### config.mk
export PLATFORM = sky130hd
export DESIGN_NAME = fir_decim_fifo_flat
export DESIGN_NICKNAME = d
export VERILOG_FILES = /design/src/rtl/fir_decim_fifo_pkg.sv /design/src/rtl/fir_decim_fifo_if.sv /design/src/rtl/fir_decim_fifo_sync_fifo.sv /design/src/rtl/fir_decim_fifo.sv /design/src/flat_wrapper.sv
export SDC_FILE = /design/constraint.sdc
export NUM_CORES = 1
export LEC_CHECK = 0
export BUFFER_PORTS_ARGS = -buffer_cell sky130_fd_sc_hd__buf_2
export CAP_MARGIN = 20
export CORE_ASPECT_RATIO = 2
export CORE_MARGIN = 2
export CORE_UTILIZATION = 50
export CTS_CLUSTER_DIAMETER = 60
export CTS_CLUSTER_SIZE = 30
export DETAILED_ROUTE_END_ITERATION = 7
export PLACE_DENSITY = 0.7
export SYNTH_ARGS = -nofsm -noshare
export SYNTH_HDL_FRONTEND = slang
export SYNTH_SLANG_ARGS = --single-unit
### constraint.sdc
create_clock -name CLK -period 2.2 [get_ports CLK]
set_input_delay 0.22 -clock CLK [delete_from_list [all_inputs] [get_ports CLK]]
set_output_delay 0.22 -clock CLK [all_outputs]
set_load 0.02 [all_outputs]
### src/rtl/fir_decim_fifo_pkg.sv
// Shared constants and helpers for the FIR back-end stages.
package fir_pkg;

    localparam int FIR_WIDTH = 8;
    localparam int FIR_DECIM = 4;
    localparam int FIR_DEPTH = 8;

    // Ceiling log2, usable in constant expressions (parameters, port widths).
    function automatic int clog2(input int value);
        int r;
        r = 0;
        for (int i = 0; i < 31; i++) begin
            if ((1 << i) < value) r = i + 1;
        end
        return r;
    endfunction

endpackage

### src/rtl/fir_decim_fifo_if.sv
// Sample-in / decimated-sample-out bus of fir_decim_fifo.
// Handshake: out_data transfers on a cycle where out_valid && out_ready; in_en has no back-pressure.
interface fir_decim_fifo_if
    import fir_pkg::*;
#(
    parameter int WIDTH = FIR_WIDTH,
    parameter int DEPTH = FIR_DEPTH
);
    logic [WIDTH-1:0]      Din;
    logic                  in_en;
    logic [WIDTH-1:0]      out_data;
    logic                  out_valid;
    logic                  out_ready;
    logic [clog2(DEPTH):0] level;
    logic                  overflow;

    modport master (
        output Din, in_en, out_ready,
        input  out_data, out_valid, level, overflow
    );

    modport slave (
        input  Din, in_en, out_ready,
        output out_data, out_valid, level, overflow
    );
endinterface

### src/rtl/fir_decim_fifo_sync_fifo.sv
// Show-ahead synchronous FIFO; read data is forced to 0 while empty.
module sync_fifo
    import fir_pkg::*;
#(
    parameter int WIDTH = FIR_WIDTH,
    parameter int DEPTH = FIR_DEPTH
) (
    input  logic                  clk,
    input  logic                  rst_n,
    input  logic                  clear,
    input  logic                  push,
    input  logic                  pop,
    input  logic [WIDTH-1:0]      wdata,
    output logic [WIDTH-1:0]      rdata,
    output logic                  full,
    output logic                  empty,
    output logic [clog2(DEPTH):0] level
);
    localparam int AW = clog2(DEPTH);
    localparam logic [AW:0] DEPTH_CNT = (AW+1)'(DEPTH);

    logic [WIDTH-1:0] mem_q [DEPTH];
    logic [AW-1:0]    wr_ptr_q, wr_ptr_d;
    logic [AW-1:0]    rd_ptr_q, rd_ptr_d;
    logic [AW:0]      count_q, count_d;
    logic             do_push, do_pop;

    assign full    = (count_q == DEPTH_CNT);
    assign empty   = (count_q == '0);
    assign level   = count_q;
    assign rdata   = empty ? '0 : mem_q[rd_ptr_q];
    assign do_pop  = pop && !empty && !clear;
    // A push into a full FIFO is legal only when the head leaves the same cycle.
    assign do_push = push && (!full || do_pop) && !clear;

    always_comb begin
        wr_ptr_d = wr_ptr_q;
        rd_ptr_d = rd_ptr_q;
        count_d  = count_q;
        if (clear) begin
            wr_ptr_d = '0;
            rd_ptr_d = '0;
            count_d  = '0;
        end else begin
            if (do_push) wr_ptr_d = wr_ptr_q + AW'(1);
            if (do_pop)  rd_ptr_d = rd_ptr_q + AW'(1);
            case ({do_push, do_pop})
                2'b10:   count_d = count_q + (AW+1)'(1);
                2'b01:   count_d = count_q - (AW+1)'(1);
                default: count_d = count_q;
            endcase
        end
    end

    always_ff @(posedge clk or negedge rst_n) begin
        if (!rst_n) begin
            wr_ptr_q <= '0;
            rd_ptr_q <= '0;
            count_q  <= '0;
        end else begin
            wr_ptr_q <= wr_ptr_d;
            rd_ptr_q <= rd_ptr_d;
            count_q  <= count_d;
        end
    end

    // Storage is never reset; the empty mask hides stale contents.
    always_ff @(posedge clk) begin
        if (do_push) mem_q[wr_ptr_q] <= wdata;
    end
endmodule

### src/rtl/fir_decim_fifo.sv
// Integrate-and-dump decimator feeding a show-ahead FIFO with sticky overflow.
// Define FIRDEC_DROPCNT_EN to add the saturating drop_cnt output.
module fir_decim_fifo
    import fir_pkg::*;
#(
    parameter int WIDTH = FIR_WIDTH,
    parameter int DECIM = FIR_DECIM,
    parameter int DEPTH = FIR_DEPTH
) (
    input  logic                CLK,
    input  logic                reset_n,
    input  logic                clear,
    fir_decim_fifo_if.slave     bus
`ifdef FIRDEC_DROPCNT_EN
    ,
    output logic [7:0]          drop_cnt
`endif
);
    localparam int SH = clog2(DECIM);
    localparam int AW = WIDTH + SH;
    localparam logic [SH-1:0] LAST_PHASE = SH'(DECIM - 1);

    logic [SH-1:0]    phase_q, phase_d;
    logic [AW-1:0]    acc_q, acc_d;
    logic             ovf_q, ovf_d;
    logic [AW-1:0]    sum;
    logic [WIDTH-1:0] dump_val;
    logic             accept, dump, pop, drop;
    logic             fifo_full, fifo_empty;

    assign accept   = bus.in_en && !clear;
    assign sum      = (phase_q == '0) ? AW'(bus.Din) : acc_q + AW'(bus.Din);
    assign dump     = accept && (phase_q == LAST_PHASE);
    assign dump_val = WIDTH'(sum >> SH);
    assign pop      = bus.out_valid && bus.out_ready;
    assign drop     = dump && fifo_full && !pop;

    // DECIM is a power of two, so the phase counter wraps to 0 naturally.
    always_comb begin
        phase_d = phase_q;
        acc_d   = acc_q;
        ovf_d   = ovf_q;
        if (clear) begin
            phase_d = '0;
            acc_d   = '0;
            ovf_d   = 1'b0;
        end else begin
            if (accept) begin
                phase_d = phase_q + SH'(1);
                acc_d   = sum;
            end
            if (drop) ovf_d = 1'b1;
        end
    end

    always_ff @(posedge CLK or negedge reset_n) begin
        if (!reset_n) begin
            phase_q <= '0;
            acc_q   <= '0;
            ovf_q   <= 1'b0;
        end else begin
            phase_q <= phase_d;
            acc_q   <= acc_d;
            ovf_q   <= ovf_d;
        end
    end

    sync_fifo #(
        .WIDTH (WIDTH),
        .DEPTH (DEPTH)
    ) u_fifo (
        .clk   (CLK),
        .rst_n (reset_n),
        .clear (clear),
        .push  (dump),
        .pop   (pop),
        .wdata (dump_val),
        .rdata (bus.out_data),
        .full  (fifo_full),
        .empty (fifo_empty),
        .level (bus.level)
    );

    assign bus.out_valid = !fifo_empty;
    assign bus.overflow  = ovf_q;

`ifdef FIRDEC_DROPCNT_EN
    logic [7:0] drop_cnt_q, drop_cnt_d;

    always_comb begin
        drop_cnt_d = drop_cnt_q;
        if (clear)                             drop_cnt_d = '0;
        else if (drop && drop_cnt_q != 8'hFF)  drop_cnt_d = drop_cnt_q + 8'd1;
    end

    always_ff @(posedge CLK or negedge reset_n) begin
        if (!reset_n) drop_cnt_q <= '0;
        else          drop_cnt_q <= drop_cnt_d;
    end

    assign drop_cnt = drop_cnt_q;
`endif
endmodule

### src/flat_wrapper.sv
// flat-port wrapper written by rule: the top's interface ports become plain ports
module fir_decim_fifo_flat import fir_pkg::*;
#(
    parameter int WIDTH = FIR_WIDTH,
    parameter int DECIM = FIR_DECIM,
    parameter int DEPTH = FIR_DEPTH
)
  (CLK, reset_n, clear, bus_Din, bus_in_en, bus_out_ready, bus_out_data, bus_out_valid, bus_level, bus_overflow);
  fir_decim_fifo_if #(.WIDTH(WIDTH), .DEPTH(DEPTH)) bus_i ();
  input  logic CLK;
  input  logic reset_n;
  input  logic clear;
  input wire logic [$bits(bus_i.Din)-1:0] bus_Din;
  input wire logic [$bits(bus_i.in_en)-1:0] bus_in_en;
  input wire logic [$bits(bus_i.out_ready)-1:0] bus_out_ready;
  output wire logic [$bits(bus_i.out_data)-1:0] bus_out_data;
  output wire logic [$bits(bus_i.out_valid)-1:0] bus_out_valid;
  output wire logic [$bits(bus_i.level)-1:0] bus_level;
  output wire logic [$bits(bus_i.overflow)-1:0] bus_overflow;
  assign bus_i.Din = bus_Din;
  assign bus_i.in_en = bus_in_en;
  assign bus_i.out_ready = bus_out_ready;
  assign bus_out_data = bus_i.out_data;
  assign bus_out_valid = bus_i.out_valid;
  assign bus_level = bus_i.level;
  assign bus_overflow = bus_i.overflow;
  fir_decim_fifo #(.WIDTH(WIDTH), .DECIM(DECIM), .DEPTH(DEPTH)) u_core (.CLK(CLK), .reset_n(reset_n), .clear(clear), .bus(bus_i));
endmodule
==> results_tabular.tex, run 1 <==
\begin{tabular}{lr}
\hline
Metric & Value \\
\hline
\multicolumn{2}{l}{\textbf{Floorplan}} \\
\quad Area of the die & 9110 µm² \\
\quad Chip Width & 68.5 µm \\
\quad Number of top-level pins & 27 \\
\quad Number of rows in the core area & 47 \\
\quad Initial cell density of the core & 50.9\% \\
\quad Area of the placeable core & 8170 µm² \\
\quad Vertical die dimension & 133 µm \\
\multicolumn{2}{l}{\textbf{Clocking}} \\
\quad Number of buffers on the longest clock path & 2 \\
\quad Clock tree root driver cell & clkbuf\_16 \\
\quad Number of sinks on the clock net & 87 \\
\quad Clock tree from TritonCTS & done \\
\quad Clk\_lat worst skew & 0.34 ns \\
\quad Number of CTS-inserted buffers & 9 \\
\quad Clock-pin slew on the worst setup and hold paths & 0.06 ns \\
\quad Level count of the clock H-tree & 3 \\
\multicolumn{2}{l}{\textbf{Finish}} \\
\quad Commonest non-fill, non-tap cells in the layout & edfxtp\_1 (64), nor2\_1 (41), buf\_4 (34) \\
\quad Post-route standard cell area excluding fillers & 5040 µm² \\
\quad Layout filler cell count & 659 \\
\quad Antenna fix cells & 0 \\
\quad Synthesis-to-layout area growth & 21.1\% \\
\quad Fraction of final layout cells sized beyond drive strength 1 & 32.0\% \\
\quad Leading cell type in the layout, fill and taps excluded & edfxtp\_1 \\
\quad Multi-input logic area & 1670 µm² \\
\quad Net total in the final layout & 385 \\
\quad Register cell area after layout & 2500 µm² \\
\quad Utilization of the core after routing & 61.6\% \\
\multicolumn{2}{l}{\textbf{Timing}} \\
\quad Unrepaired setup endpoints after global routing & yes \\
\quad Max-slew violation count & 0 \\
\quad Number of hold violations in the final report & 0 \\
\quad Fin Hold WS & 0.268 ns \\
\quad Tmin final & 2.22 ns \\
\quad Final worst slack & -0.0151 ns \\
\quad Slew Limit Headroom & 61.6\% \\
\quad Count of final setup violators & 8 \\
\quad Tcrit/Tclk final & 101\% \\
\quad Worst clock skew & 0.00428 ns \\
\quad Worst Tran Pin Value & 0.576 ns \\
\quad Fmax achieved & 451 MHz \\
\multicolumn{2}{l}{\textbf{Setup path}} \\
\quad Logic depth of the worst register-to-register path & 7 \\
\quad Max stage delay cell, worst path & dfrtp\_1 \\
\quad Crit path DAT & 2.30 ns \\
\quad Crit. End Element & register \\
\quad Worst reg2reg startpoint & u\_core.acc\_q[0]\$\_DFFE\_PN0P\_ \\
\quad Crit path buf inv count & 1 \\
\quad Family with the most delay on the worst path & compound AO/OA/AOI/OAI gates \\
\quad Setup slack of the most critical reg-to-reg path & -0.02 ns \\
\quad Critical path data required time & 2.28 ns \\
\quad Maximum fanout count along the critical path & 8 \\
\quad WS Path Type & reg -> reg \\
\quad Largest stage delay on the critical path & 0.41 ns \\
\quad Crit-path cells & ha\_4 > buf\_6 > a211o\_1 > a211o\_1 > a32oi\_2 > xor2\_2 > nor2\_4 \\
\quad End of the worst register-to-register path & u\_core.u\_fifo.mem\_q[5][7]\$\_DFFE\_PP\_ \\
\quad Cell repeated most along the worst path & a211o\_1 \\
\quad Launching instance or port of the critical path & u\_core.acc\_q[0]\$\_DFFE\_PN0P\_ \\
\quad Setup crit start kind & register \\
\multicolumn{2}{l}{\textbf{Hold path}} \\
\quad Hold Path Sink & u\_core.u\_fifo.rd\_ptr\_q[0]\$\_DFFE\_PN0P\_ \\
\quad Cell depth of the worst hold path & 3 \\
\quad Startpoint of the worst hold path & clear \\
\quad Type of the worst min-delay path & in -> reg \\
\multicolumn{2}{l}{\textbf{Job}} \\
\quad Count of maximum capacitance violations & 0 \\
\multicolumn{2}{l}{\textbf{Pwr}} \\
\quad Worst IR Drop VDD & 0.574 mV \\
\quad Leakage Power & 1.98 nW \\
\quad Proportion of power drawn by flip-flops and latches & 50.4\% \\
\quad Clk pwr share & 37.2\% \\
\quad Cell Pwr Density & 728 nW/µm² \\
\quad Net Switching & 0.000875 W \\
\quad Total power draw & 0.00367 W \\
\quad Cell Int Power & 0.00279 W \\
\quad Combinational share of power & 12.4\% \\
\quad Share of total power consumed by net switching & 23.9\% \\
\multicolumn{2}{l}{\textbf{Routing}} \\
\quad Drt drc & 0 \\
\quad Via density per instance & 5.69 \\
\quad Total Routed Length & 8.40 mm \\
\quad Routed length per instance & 18.3 µm \\
\quad Number of vias in the routed layout & 2617 \\
\quad Number of iterations in the first detailed-routing pass & 4 \\
\quad Starting DRC count in detailed routing & 75 \\
\quad Post-route antenna net violation count & 0 \\
\multicolumn{2}{l}{\textbf{Synthesis}} \\
\quad Distinct cells, synth & 46 \\
\quad Top FF cell, synth & edfxtp\_1 \\
\quad Yosys top cell by area & edfxtp\_1 \\
\quad Syn Area/Cell & 14.1 µm² \\
\quad Number of enable-type register cells in the synthesized netlist & 64 \\
\quad Number of synthesized register bits & 87 \\
\quad Synth warnings & 0 \\
\quad Post-Synthesis Net Count & 323 \\
\quad Cell area after synthesis & 4160 µm² \\
\quad Sequential area share after synthesis & 60.0\% \\
\quad Async set or reset register ratio after synthesis & 26.4\% \\
\quad Synth Instances & 295 \\
\quad Synth top area share & 46.2\% \\
\quad Most area-consuming cells after synthesis & edfxtp\_1 (46\%), dfrtp\_1 (14\%), mux4\_2 (8.7\%) \\
\multicolumn{2}{l}{\textbf{Global route}} \\
\quad Maximum number of pins on one net before global-route repair & 24 \\
\quad Vias in the first global route & 2743 \\
\quad Total grt overflow & 0 \\
\quad First-pass GRT wire length & 13.8 mm \\
\quad Global-route usage over all layers & 21.3\% \\
\quad Initial antenna violation count & 0 \\
\multicolumn{2}{l}{\textbf{Placement}} \\
\quad Placed wire-length estimate after detailed placement & 6.14 mm \\
\quad Setup slack after placement & -0.135 ns \\
\quad Count of input and output buffers & 26 \\
\quad Placed Instance Area & 4660 µm² \\
\quad Placer congestion estimate & 0.869 \\
\multicolumn{2}{l}{\textbf{Run status}} \\
\quad Failing checks & setup timing \\
\quad Result of the run & finished with violations \\
\hline
\end{tabular}
[tightest hold or removal path: cells and delay by family]
family | cells | cell delay (ns)
and+or+nand+nor | 1 | 0.06
buffers and inverters | 2 | 0.29
[logic make-up (layout without fill, tap and decap cells)]
kind of cell | count (synthesis) | after routing | share of synthesized area, %
flip-flops | 87 | 87 | 60.0
AND/OR/NAND/NOR | 83 | 83 | 9.47
AO/OA/AOI/OAI | 43 | 43 | 7.58
multiplexers | 36 | 36 | 13.7
buffers and inverters | 19 | 86 | 1.98
adder cells (fa/ha/maj) | 15 | 15 | 4.69
XOR/XNOR | 12 | 12 | 2.53
[worst max-delay path by stage]
stage | endpoint | slack, ns | depth (start not counted)
finish | u_core.u_fifo.mem_q[5][7]$_DFFE_PP_ | -0.02 | 7
global route | u_core.u_fifo.mem_q[7][6]$_DFFE_PP_ | -0.18 | 7
CTS | u_core.u_fifo.mem_q[5][7]$_DFFE_PP_ | 0.009 | 6
detailed placement | u_core.u_fifo.mem_q[2][6]$_DFFE_PP_ | -0.13 | 7
global placement | u_core.u_fifo.mem_q[2][6]$_DFFE_PP_ | -0.05 | 7
floorplan | u_core.u_fifo.level[3]$_DFFE_PN0P_ | -0.03 | 7
[metrics by stage]
stage / cells / TNS, ns
after detailed placement: 439 / -1.76
after CTS: 457 / 0
after global placement: 439 / -0.426
final: 460 / -0.0923
after floorplan: 295 / -0.454
after global routing: 460 / -2.44
[registers in the layout, summed over array words and instances, names as in the netlist]
name / cells
u_core.bus.overflow: 1
u_core.u_fifo.rd_ptr_q: 3
u_core.u_fifo.mem_q: 64
u_core.u_fifo.wr_ptr_q: 3
u_core.phase_q: 2
u_core.acc_q: 10
u_core.u_fifo.level: 4
[metal layers]
layer	share of wire (%)	wire length, µm	vias to the layer above	track usage, %
met5	0	0	-	0
met4	2.6	221	0	10.6
met3	2.8	232	16	4.51
met2	59	4990	55	38.3
met1	35	2960	1309	22.1
li1	-	-	1237	-
[area by class of cell]
type	count	share of cell area, %
clock buffers	11	4.62
clock inverters	5	0.670
inverters	5	0.372
multi-input cells	189	33.2
flip-flops and latches	87	49.6
well taps	98	2.43
repair buffers	65	9.09
[Yosys cell counts, types with 7 or more instances]
master and number:
edfxtp_1 64, xor2_1 8, clkbuf_1 9, mux2i_1 18
a21oi_1 8, nand2b_1 7, o21ai_0 7, ha_1 14
dfrtp_1 23, nand2_1 13, nor2_1 44, mux4_2 16
[power groups by stage]
stage	clock network [W]	logic (W)	registers [W]
6_report	0.00136	0.000455	0.00185
5_1_grt	0.00144	0.000511	0.00185
4_1_cts	0.00139	0.000431	0.00185
3_5_place_dp	0	0.000419	0.00188
3_3_place_gp	0	0.000410	0.00188
2_1_floorplan	0	0.000263	0.00188
[what timing repair did]
item | CTS | global route
hold endpoints to repair | 23 | 0
hold buffers | 1 | 0
resized for setup | 4 | 14
buffers inserted | 1 | 3
pin swaps | 1 | 12
endpoints found under the setup margin | 32 | 48
(Power assumes the default switching activity.)
==> run 2, diff against run 1 <==
--- a/config.mk
+++ b/config.mk
@@ -7,7 +7,7 @@
 export LEC_CHECK = 0
 export BUFFER_PORTS_ARGS = -buffer_cell sky130_fd_sc_hd__buf_2
 export CAP_MARGIN = 20
-export CORE_ASPECT_RATIO = 2
+export CORE_ASPECT_RATIO = 0.9
 export CORE_MARGIN = 2
 export CORE_UTILIZATION = 50
 export CTS_CLUSTER_DIAMETER = 60
==> results_tabular.tex, run 2 (same netlist as run 1, synthesis figures left out) <==
\begin{tabular}{lr}
\hline
Metric & Value \\
\hline
\multicolumn{2}{l}{\textbf{Floorplan}} \\
\quad Area of the die & 9070 µm² (was 9110 µm²) \\
\quad Area of the placeable core & 8070 µm² (was 8170 µm²) \\
\quad Chip Width & 100 µm (was 68.5 µm) \\
\quad Initial cell density of the core & 51.6\% (was 50.9\%) \\
\quad Vertical die dimension & 90.5 µm (was 133 µm) \\
\quad Number of top-level pins & 27 (unchanged) \\
\quad Number of rows in the core area & 31 (was 47) \\
\multicolumn{2}{l}{\textbf{Setup path}} \\
\quad Max stage delay cell, worst path & dfrtp\_1 (unchanged) \\
\quad Setup crit start kind & register (unchanged) \\
\quad Cell repeated most along the worst path & a211o\_1 (unchanged) \\
\quad Crit. End Element & register (unchanged) \\
\quad Maximum fanout count along the critical path & 8 (unchanged) \\
\quad Critical path data required time & 2.28 ns (about the same) \\
\quad Crit-path cells & ha\_4 > buf\_6 > a211o\_1 > a211o\_1 > a32oi\_2 > xor2\_2 > nor2\_4 (unchanged) \\
\quad Crit path DAT & 2.23 ns (was 2.30 ns) \\
\quad Largest stage delay on the critical path & 0.43 ns (was 0.41 ns) \\
\quad WS Path Type & reg -> reg (unchanged) \\
\multicolumn{2}{l}{\textbf{Clocking}} \\
\quad Number of sinks on the clock net & 87 (unchanged) \\
\quad Clk\_lat worst skew & 0.35 ns (was 0.34 ns) \\
\quad Number of buffers on the longest clock path & 2 (unchanged) \\
\quad Clock tree root driver cell & clkbuf\_8 (was clkbuf\_16) \\
\quad Number of CTS-inserted buffers & 9 (unchanged) \\
\quad Level count of the clock H-tree & 3 (unchanged) \\
\quad Clock-pin slew on the worst setup and hold paths & 0.10 ns (was 0.06 ns) \\
\quad Clock tree from TritonCTS & done (unchanged) \\
\multicolumn{2}{l}{\textbf{Pwr}} \\
\quad Worst IR Drop VDD & 0.598 mV (was 0.574 mV) \\
\quad Cell Int Power & 0.00247 W (was 0.00279 W) \\
\quad Cell Pwr Density & 670 nW/µm² (was 728 nW/µm²) \\
\quad Proportion of power drawn by flip-flops and latches & 54.8\% (was 50.4\%) \\
\quad Leakage Power & 1.96 nW (was 1.98 nW) \\
\quad Total power draw & 0.00337 W (was 0.00367 W) \\
\quad Combinational share of power & 13.5\% (was 12.4\%) \\
\quad Share of total power consumed by net switching & 26.7\% (was 23.9\%) \\
\quad Clk pwr share & 31.7\% (was 37.2\%) \\
\quad Net Switching & 0.000900 W (was 0.000875 W) \\
\multicolumn{2}{l}{\textbf{Global route}} \\
\quad Initial antenna violation count & 0 (unchanged) \\
\quad Maximum number of pins on one net before global-route repair & 24 (unchanged) \\
\quad First-pass GRT wire length & 13.4 mm (was 13.8 mm) \\
\quad Total grt overflow & 0 (unchanged) \\
\quad Vias in the first global route & 2530 (was 2743) \\
\quad Global-route usage over all layers & 19.7\% (was 21.3\%) \\
\multicolumn{2}{l}{\textbf{Timing}} \\
\quad Max-slew violation count & 0 (unchanged) \\
\quad Slew Limit Headroom & 60.0\% (was 61.6\%) \\
\quad Worst clock skew & 0.00891 ns (was 0.00428 ns) \\
\quad Tcrit/Tclk final & 97.7\% (was 101\%) \\
\quad Worst Tran Pin Value & 0.600 ns (was 0.576 ns) \\
\quad Fmax achieved & 465 MHz (was 451 MHz) \\
\quad Number of hold violations in the final report & 0 (unchanged) \\
\quad Tmin final & 2.15 ns (was 2.22 ns) \\
\quad Unrepaired setup endpoints after global routing & yes (unchanged) \\
\quad Count of final setup violators & 0 (was 8) \\
\multicolumn{2}{l}{\textbf{Job}} \\
\quad Count of maximum capacitance violations & 0 (unchanged) \\
\multicolumn{2}{l}{\textbf{Routing}} \\
\quad Drt drc & 0 (unchanged) \\
\quad Number of vias in the routed layout & 2616 (was 2617) \\
\quad Number of iterations in the first detailed-routing pass & 4 (unchanged) \\
\quad Routed length per instance & 18.3 µm (about the same) \\
\quad Total Routed Length & 8.44 mm (was 8.40 mm) \\
\quad Post-route antenna net violation count & 0 (unchanged) \\
\quad Starting DRC count in detailed routing & 147 (was 75) \\
\quad Via density per instance & 5.69 (about the same) \\
\multicolumn{2}{l}{\textbf{Finish}} \\
\quad Synthesis-to-layout area growth & 20.8\% (was 21.1\%) \\
\quad Fraction of final layout cells sized beyond drive strength 1 & 33.8\% (was 32.0\%) \\
\quad Largest register FFs & 64 (unchanged) \\
\quad Utilization of the core after routing & 62.3\% (was 61.6\%) \\
\quad Antenna fix cells & 0 (unchanged) \\
\quad Layout filler cell count & 627 (was 659) \\
\quad Top reg by flops & u\_core.u\_fifo.mem\_q (unchanged) \\
\quad Commonest non-fill, non-tap cells in the layout & edfxtp\_1 (64), nor2\_1 (41), buf\_4 (32) (was edfxtp\_1 (64), nor2\_1 (41), buf\_4 (34)) \\
\quad Net total in the final layout & 384 (was 385) \\
\quad Leading cell type in the layout, fill and taps excluded & edfxtp\_1 (unchanged) \\
\multicolumn{2}{l}{\textbf{Run status}} \\
\quad Result of the run & completed (was finished with violations) \\
\multicolumn{2}{l}{\textbf{Placement}} \\
\quad Placer congestion estimate & 0.821 (was 0.869) \\
\quad Count of input and output buffers & 26 (unchanged) \\
\quad Placed wire-length estimate after detailed placement & 5.56 mm (was 6.14 mm) \\
\multicolumn{2}{l}{\textbf{Hold path}} \\
\quad Type of the worst min-delay path & in -> reg (unchanged) \\
\hline
\end{tabular}
-- run 2: cell count changes in the layout (fill, tap and decap cells not counted), sizes merged --
cell	change
clkinvlp	-2
buf	-2
inv	+3
clkinv	+1
clkbuf	-1
-- run 2: cell type report --
type / count / area [µm²] / area share, %
Sequential cell: 87 / 2500 / 49.7
Multi-Input combinational cell: 189 / 1710 / 34.0
Timing Repair Buffer: 64 / 477 / 9.48
Clock buffer: 9 / 124 / 2.46
Tap cell: 99 / 124 / 2.46
Clock inverter: 7 / 73.8 / 1.47
Inverter: 5 / 18.8 / 0.373
-- run 2: critical path, delay by kind of cell, from the launching register on --
| kind | cells | cell delay (ns) |
|---|---|---|
| and+or+nand+nor | 1 | 0.07 |
| AOI/OAI and AO/OA | 3 | 0.86 |
| DFF | 1 | 0.43 |
| adders and majority gates | 1 | 0.19 |
| buffers and inverters | 1 | 0.11 |
| xor gates and xnor gates | 1 | 0.20 |
-- run 2: through the flow --
stage	instance area [µm²]	std cells	worst slack (ns)	setup TNS (ns)	hold slack, ns
after floorplan	4200	295	-0.0302	-0.454	-0.0756
after global placement	4680	440	-0.0820	-1.67	0.246
after detailed placement	4680	440	-0.168	-3.82	0.234
after CTS	4910	457	0.0151	0	0.181
after global routing	5030	460	-0.0410	-0.323	0.199
final	5030	460	0.0514	0	0.207
-- run 2: worst paths after layout --
path	to	slack, ns	start	depth (start not counted)
max in group asynchronous	u_core.u_fifo.rd_ptr_q[0]$_DFFE_PN0P_	1.38	reset_n	2
min in group asynchronous	u_core.acc_q[8]$_DFFE_PN0P_	0.40	reset_n	2
min	u_core.bus.overflow$_DFFE_PN0P_	0.21	clear	2
max reg2reg	u_core.u_fifo.mem_q[0][7]$_DFFE_PP_	0.05	u_core.acc_q[0]$_DFFE_PN0P_	7
min reg2reg	u_core.bus.overflow$_DFFE_PN0P_	0.50	u_core.bus.overflow$_DFFE_PN0P_	2
max	u_core.u_fifo.mem_q[0][7]$_DFFE_PP_	0.05	u_core.acc_q[0]$_DFFE_PN0P_	7
-- run 2: repair_timing --
action,in CTS,in global routing
pin swaps,3,5
hold endpoints to repair,23,0
resized for setup,9,13
setup buffers,0,2
hold buffers,1,0
gates cloned,0,1
endpoints found under the setup margin,35,104
-- run 2: per-layer routing --
layer	track usage (%)	wire (µm)	up-vias
met2	30.8	4170	48
met1	27.9	3860	1320
li1	-	-	1244
met3	5.19	352	4
met5	0	0	-
met4	4.11	55	0
-- run 2: power groups by stage --
stage	sequential (W)	combinational (W)	clock, W
after floorplan	0.00188	0.000263	0
after global placement	0.00188	0.000405	0
after detailed placement	0.00188	0.000416	0
after CTS	0.00184	0.000432	0.00110
after global routing	0.00185	0.000506	0.00117
final	0.00185	0.000455	0.00107
